### config.mk
export PLATFORM = sky130hd
export DESIGN_NAME = wb_regfile
export DESIGN_NICKNAME = d
export VERILOG_FILES = /design/src/rtl/wb_regfile_pkg.sv /design/src/rtl/wb_pend_ctr.sv /design/src/rtl/wb_regfile.sv
export SDC_FILE = /design/constraint.sdc
export NUM_CORES = 1
export LEC_CHECK = 0
export ABC_AREA = 1
export CORE_ASPECT_RATIO = 1.4
export CORE_MARGIN = 5
export CORE_UTILIZATION = 35
export CTS_CLUSTER_DIAMETER = 200
export CTS_CLUSTER_SIZE = 30
export DETAILED_ROUTE_END_ITERATION = 10
export SLEW_MARGIN = 20
export SYNTH_ARGS = -nofsm -noshare
export SYNTH_HDL_FRONTEND = slang
export SYNTH_SLANG_ARGS = --single-unit
export TNS_END_PERCENT = 50
### constraint.sdc
create_clock -name clk -period 31.7 [get_ports clk]
set_clock_uncertainty 0.15 [all_clocks]
set_input_delay 3.17 -clock clk [delete_from_list [all_inputs] [get_ports clk]]
set_output_delay 3.17 -clock clk [all_outputs]
set_load 0.02 [all_outputs]
### src/rtl/wb_regfile_pkg.sv
// wb_regfile_pkg: shared register-file geometry and scoreboard constants
package wb_regfile_pkg;
    localparam int DATA_W = 20;
    localparam int NREG   = 16;
    localparam int REG_AW = 4;
    localparam int PEND_W = 2;
    localparam logic [REG_AW-1:0] R0       = '0;
    localparam logic [PEND_W-1:0] PEND_MAX = '1;
endpackage

### src/rtl/wb_pend_ctr.sv
// wb_pend_ctr: per-register outstanding-write counter with underflow flag
module wb_pend_ctr
    import wb_regfile_pkg::*;
(
    input  logic              clk,
    input  logic              rst,
    input  logic              inc,
    input  logic              dec,
    output logic [PEND_W-1:0] cnt,
    output logic              underflow
);
    logic [PEND_W-1:0] cnt_q, cnt_d;

    always_comb begin
        underflow = dec && !inc && cnt_q == '0;
        cnt_d     = (inc && !dec) ? cnt_q + 1'b1
                  : (dec && !inc && cnt_q != '0) ? cnt_q - 1'b1 : cnt_q;
    end

    always_ff @(posedge clk or posedge rst) begin
        if (rst) cnt_q <= '0;
        else     cnt_q <= cnt_d;
    end

    assign cnt = cnt_q;
endmodule

### src/rtl/wb_regfile.sv
// wb_regfile: 16x20 register file with writeback bypass and RAW scoreboard
module wb_regfile
    import wb_regfile_pkg::*;
(
    input  logic              clk,
    input  logic              rst,
    input  logic              RW,
    input  logic [REG_AW-1:0] Dest,
    input  logic [DATA_W-1:0] WBData,
    input  logic [REG_AW-1:0] rs_addr,
    input  logic [REG_AW-1:0] rt_addr,
    output logic [DATA_W-1:0] rs_data,
    output logic [DATA_W-1:0] rt_data,
    input  logic              iss_valid,
    input  logic              iss_rs_used,
    input  logic              iss_rt_used,
    input  logic              iss_wr,
    input  logic [REG_AW-1:0] iss_dest,
    output logic              stall,
    output logic [NREG-1:0]   busy,
    output logic              wb_err
);
    logic [DATA_W-1:0] regs_q [NREG];
    logic [DATA_W-1:0] regs_d [NREG];
    logic [PEND_W-1:0] pend [NREG];
    logic [NREG-1:1]   uflow;
    logic              wb, acc, wb_err_q, wb_err_d;

    // A writeback during reset must neither land nor bypass.
    assign wb = RW && !rst && Dest != R0;

    function automatic logic src_busy(input logic [REG_AW-1:0] a);
        return a != R0 && pend[a] != '0 && !(wb && Dest == a && pend[a] == PEND_W'(1));
    endfunction

    always_comb begin
        stall = iss_valid && ((iss_rs_used && src_busy(rs_addr)) ||
                              (iss_rt_used && src_busy(rt_addr)) ||
                              (iss_wr && iss_dest != R0 && pend[iss_dest] == PEND_MAX));
        acc      = iss_valid && !stall && iss_wr && iss_dest != R0;
        rs_data  = rs_addr == R0 ? '0 : (wb && Dest == rs_addr) ? WBData : regs_q[rs_addr];
        rt_data  = rt_addr == R0 ? '0 : (wb && Dest == rt_addr) ? WBData : regs_q[rt_addr];
        regs_d   = regs_q;
        if (wb) regs_d[Dest] = WBData;
        wb_err_d = wb_err_q || |uflow;
    end

    assign pend[0] = '0;
    assign busy[0] = 1'b0;

    for (genvar i = 1; i < NREG; i++) begin : g_ctr
        wb_pend_ctr u_ctr (
            .clk       (clk),
            .rst       (rst),
            .inc       (acc && iss_dest == REG_AW'(i)),
            .dec       (wb && Dest == REG_AW'(i)),
            .cnt       (pend[i]),
            .underflow (uflow[i])
        );
        assign busy[i] = pend[i] != '0;
    end

    always_ff @(posedge clk or posedge rst) begin
        if (rst) begin
            for (int k = 0; k < NREG; k++) regs_q[k] <= '0;
            wb_err_q <= 1'b0;
        end else begin
            regs_q   <= regs_d;
            wb_err_q <= wb_err_d;
        end
    end

    assign wb_err = wb_err_q;
endmodule
Word-level counts from Yosys, hierarchy flattened
Cells that the tools add are included.
{"block": "classes", "add_sub_neg": 30, "n_reduce_logical": 200, "n_lt_le_gt_ge": 5, "muxes": 52, "eq_ne": 35, "n_bitwise": 4}
{"cell": "$bwmux 320", "count": 1}
{"cell": "$mux 20", "count": 9}
{"cell": "$bmux 20 s4", "count": 2}
{"cell": "$logic_and 1x1->1", "count": 109}
{"cell": "$demux 20 s4", "count": 1}
{"cell": "$mux 2", "count": 36}
{"cell": "$eq 4x4->1 const B", "count": 16}
{"cell": "$reduce_bool 2->1", "count": 32}
{"cell": "$logic_not 1->1", "count": 34}
{"cell": "$eq 4x3->1 const B", "count": 8}
{"cell": "$add 2x1->2 const B", "count": 15}
{"cell": "$logic_not 2->1", "count": 15}
{"cell": "$sub 2x1->2 const B", "count": 15}
{"cell": "$bmux 2 s4", "count": 3}
{"cell": "$ge 5x5->1 const B", "count": 4}
{"cell": "$not 4->5", "count": 4}
{"cell": "$eq 4x2->1 const B", "count": 4}
{"cell": "$reduce_bool 4->1", "count": 4}
{"cell": "$reduce_or 15->1", "count": 1}
{"cell": "$eq 4x1->1 const B", "count": 2}
{"cell": "$eq 4x4->1", "count": 2}
{"cell": "$logic_not 4->1", "count": 2}
{"cell": "$lt 5x1->1 const B", "count": 1}
{"cell": "$eq 2x1->1 const B", "count": 2}
{"cell": "other kinds (2)", "count": 4}
{"block": "totals", "word_cells": 358, "out_inout_bits": 58, "ff_bits": 351}

Logic depth before layout (Yosys ltp)
{"block": "depth", "ltp_word": 22, "depth_mapped": 21, "mapped_depth_nobuf": 19}

Cells and area by module
From an unflattened synthesis, not the netlist that was laid out.
{"block": "hier_totals", "hier_cells": 2902, "area_unflattened_um2": 20611.0}
{"module": "wb_regfile", "cells_per_inst": 2587, "area_each_um2": 18696.7, "n_inst": 1, "seq_area_each_um2": 8032.7}
{"module": "wb_pend_ctr", "cells_per_inst": 21, "area_each_um2": 127.6, "n_inst": 15, "seq_area_each_um2": 50.0}

Least setup slack after synthesis
Ideal clock, no wire load.
{"block": "synth_timing", "kind": "in2out", "from": "input rst", "to": "output rs_data[10]", "stages": 8, "t_arrival_ns": 12.804, "t_required_ns": 28.380, "slack_ns": 15.576, "path_cell_list": "inv_1 -> nand2_1 -> a21oi_4 -> nand3_1 -> clkbuf_1 -> o21ai_0 -> a21oi_1 -> a221oi_1"}
{"block": "synth_between", "elab_chain_cells": 6}
{"item": "start, declared", "line_no": "wb_regfile.sv:6", "source": "input logic rst,"}
{"item": "$logic_not 1->1 (no line)"}
{"item": "$logic_and 1x1->1 (2 in a row)", "line_no": "wb_regfile.sv:30", "source": "assign wb = RW && !rst && Dest != R0;"}
{"item": "$logic_and 1x1->1", "line_no": "wb_regfile.sv:41", "source": "rs_data = rs_addr == R0 ? '0 : (wb && Dest == rs_addr) ? WBData : regs_q[rs_addr];"}
{"item": "$mux 20 (2 in a row)", "line_no": "wb_regfile.sv:41"}
{"item": "end, declared", "line_no": "wb_regfile.sv:12", "source": "output logic [DATA_W-1:0] rs_data,"}
No other way between the ends.

Final worst setup path
{"block": "layout_timing", "from": "input rs_addr[1]", "to": "output rs_data[1]"}
{"block": "layout_between", "elab_chain_cells": 6, "word_cells_on_any_way": 9, "classes_between": "eq/ne (1); mux (5); bitwise (1); reduce/logical (2)"}
{"item": "start, declared", "line_no": "wb_regfile.sv:10", "source": "input logic [REG_AW-1:0] rs_addr,"}
{"item": "$not 4->5 (not written as such)", "line_no": "wb_regfile.sv:41"}
{"item": "$bmux 20 s4", "line_no": "wb_regfile.sv:41"}
{"item": "$mux 20 (not written as such) (2 in a row)", "line_no": "wb_regfile.sv:41"}
{"item": "$mux 20", "line_no": "wb_regfile.sv:41"}
{"item": "$mux 20 (*)", "line_no": "wb_regfile.sv:41"}
Every way passes the cells marked *; elsewhere a longest branch is shown, timed or not. The select of a mux whose other input is x is not followed.

==> summary.md <==
| Metric | Value |
|---|---|
| Status | finished clean |
| Max Root-Sink Buffers | 3 |
| Top-level I/O count | 101 |
| Hold WS | 0.260 ns |
| Multi-input logic area | 9330 um2 |
| Slew headroom | 21.3% |
| PD cells | 55.7 nW/um2 |
| Total power | 1.24 mW |
| Cell total after placement | 3,476 |
| Hold_sp | regs_q[301]$_DFFE_PP0P_ |
| Global route overflow | 0 |
| RSZ-0062 raised after global routing | no |
| Final wirelength | 79,200 um |
| Final WS setup | 20.74 ns |
| Worst-case vdd ir drop | 0.0000301 V |
| Vias | 20,500 |
| Post_cts resized | 0 |
| Worst Setup Start Kind | input pin |
| Reg-to-reg startpoint | g_ctr[9].u_ctr.cnt[0]$_DFFE_PP0P_ |
| Top FF cell, synth | dfrtp_1 |
| Root Buffer | clkbuf_16 |
| Synthesized flop and latch total | 351 |
| Period utilisation layout | 34.6% |
| DR pass1 iterations | 6 |
| First-pass GRT wire length | 120,000 um |
| R2r worst-path depth | 16 |
| Vias per cell | 5.86 |
| Placed Area | 21,800 um2 |
| Critical Path Fanout Max | 36 |
| CP arrival | 7.64 ns |
| Num rows | 104 |
| Share of the yosys chip area belonging to registers | 43.0% |
| Post-cts hold buffer count | 0 |
| Cells after Synth | 2,834 |
| Die X | 214 um |
| Starting Density | 35.4% |
| # setup viols final | 0 |
| Worst Hold Class | reg -> reg |
| Pre-CTS setup slack | 20.83 ns |
| Fmax | 91.2 MHz |
| Non-Filler Instances | 3,494 |
| Die area | 63,300 um2 |
| Setup TNS | 0 ns |
| Syn_nets | 2,877 |
| Tightest Pin Transition | 1.18 ns |
| Max cap viols | 0 |
| CP endpoint kind | output pin |
| Seq. cell area | 8780 um2 |
| Dpl hpwl | 47,800 um |
| Setup Buffers After CTS | 0 |
| CTS tree | done |
| H-tree level count | 1 |
| Fin area | 22,200 um2 |
| Post-route antenna net violation count | 0 |
| Initial antenna violation count | 1 |
| Final RePlAce weighted congestion | 0.920 |
| Largest net degree at the start of global routing | 100 |
| GRT Total Usage | 24.1% |
| Post-synth EDFFs | 0 |
| Vias in the first global route | 19,600 |
| Period minus WS final | 10.96 ns |
| WHS Path Cells | 0 |
| Cts bufs inserted | 15 |
| Die Y | 296 um |
| Lkg Pwr | 9.83 nW |
| Clock transition at the registers of the reported paths | 0.12 ns |
| Hold path endpoint | regs_q[301]$_DFFE_PP0P_ |
| CP Class | in -> out |
| Worst skew pair latency | 0.55 ns |
| Max-slew violation count | 0 |
| Fraction of layout cells with a size suffix above 1 | 3.89% |
| Internal reg-to-reg setup slack | 28.39 ns |
| FF-to-FF End | wb_err$_DFF_PP0_ |
| Post-Syn Area | 20,400 um2 |
| Area of the core | 57,600 um2 |
| Fraction of registers with async set/reset | 100% |
| Worst EP required | 28.38 ns |
| Final hold vios | 0 |
| TritonCTS Sinks | 351 |
| Port Buffers | 99 |
| Fillers | 5,912 |
| Cell variety after synth | 38 |
| DR iter-0 viols | 2,614 |
| DR DRC count | 0 |
| Synth warn | 0 |
| Syn avg cell area | 7.20 um2 |
| WL/cell | 22.7 um |
| Area delta synth->final | 8.82% |
| Final core occ | 38.5% |
| Layout Nets | 2,794 |
==> report_power, final <==
| part | internal, mW | total (mW) | switching [mW] |
|---|---|---|---|
| Sequential | 0.551 | 0.615 | 0.0641 |
| Clock | 0.0877 | 0.238 | 0.151 |
| Combinational | 0.133 | 0.384 | 0.250 |
| Total | 0.772 | 1.24 | 0.465 |
==> worst max-delay path by stage <==
stage	slack, ns	end	cells past startpoint	start
after floorplan	15.58	rs_data[10]	8	rst
after global placement	20.80	rs_data[1]	10	rs_addr[1]
after detailed placement	20.83	rs_data[1]	10	rs_addr[1]
after CTS	20.82	rs_data[1]	10	rs_addr[1]
after global routing	20.66	rs_data[8]	10	rs_addr[1]
final	20.74	rs_data[1]	10	rs_addr[1]
==> synthesized netlist by cell type (21+ instances only) <==
library cell,number,area share (%)
a21oi_1,306,7.5
a221oi_1,23,0.99
a31oi_1,21,0.64
buf_1,23,0.42
clkbuf_1,198,3.6
dfrtp_1,351,43
inv_1,370,6.8
nand2_1,472,8.7
nand3_1,153,3.8
nor2_1,128,2.4
o211ai_1,28,1.0
o21ai_0,558,14
o221ai_1,51,2.2
==> area by class of cell <==
class | count | area share [%]
flip-flops and latches | 351 | 39.6
repair buffers | 143 | 5.93
well taps | 742 | 4.18
clock buffers | 15 | 1.69
multi-input cells | 1856 | 42.0
clock inverters | 1 | 0.0507
diodes | 2 | 0.0225
inverters | 384 | 6.54
==> cell families (layout without fill, tap and decap cells) <==
group / after synthesis / after routing / share of synthesized area [%]
AO/OA/AOI/OAI: 1056 / 1056 / 28.7
AND/OR/NAND/NOR: 783 / 783 / 15.8
buffers and inverters: 627 / 543 / 11.8
flip-flops: 351 / 351 / 43.0
XOR/XNOR: 16 / 16 / 0.687
other: 1 / 3 / 0.0184
==> flip-flops by register name, indices dropped and copies added, names as in the netlist <==
| register | flops |
|---|---|
| regs_q | 320 |
| g_ctr.u_ctr.cnt | 30 |
| wb_err | 1 |
==> metal layers <==
layer	vias up	share of wire [%]	track usage, %
met2	1138	45	39.6
met3	208	9.0	4.00
met1	9832	40	31.2
met5	-	0	0
met4	0	5.3	11.4
li1	9286	-	-
==> cell usage in the layout, fill, tap and decap left out, types with 3 or more instances in the layout <==
cell type,count
nor2_1,113
o211ai_1,28
buf_4,45
or2_1,5
clkbuf_16,15
xor2_1,16
nor2_4,14
nand3_1,153
nand4_1,6
a221oi_1,23
nand3_2,6
nor3_1,6
a41oi_1,6
inv_1,368
a2111oi_0,5
inv_2,12
o22ai_1,3
o21ai_0,558
nor2_2,5
nand2_1,471
o2111ai_1,4
a22oi_1,12
a211oi_1,7
a31oi_1,21
o21ai_1,16
o221ai_1,51
a21oi_1,306
dfrtp_1,351
a32o_1,15
clkdlybuf4s50_1,95
==> worst max-delay path, stage by stage <==
cell,delay (ns)
clkdlybuf4s50_1,0.46
buf_4,0.41
inv_2,0.49
buf_4,0.47
nand2_1,0.12
a21oi_1,0.07
nand3_1,0.09
clkinv_1,0.74
a211oi_1,0.84
clkdlybuf4s50_1,0.74
(Power assumes the default switching activity.)
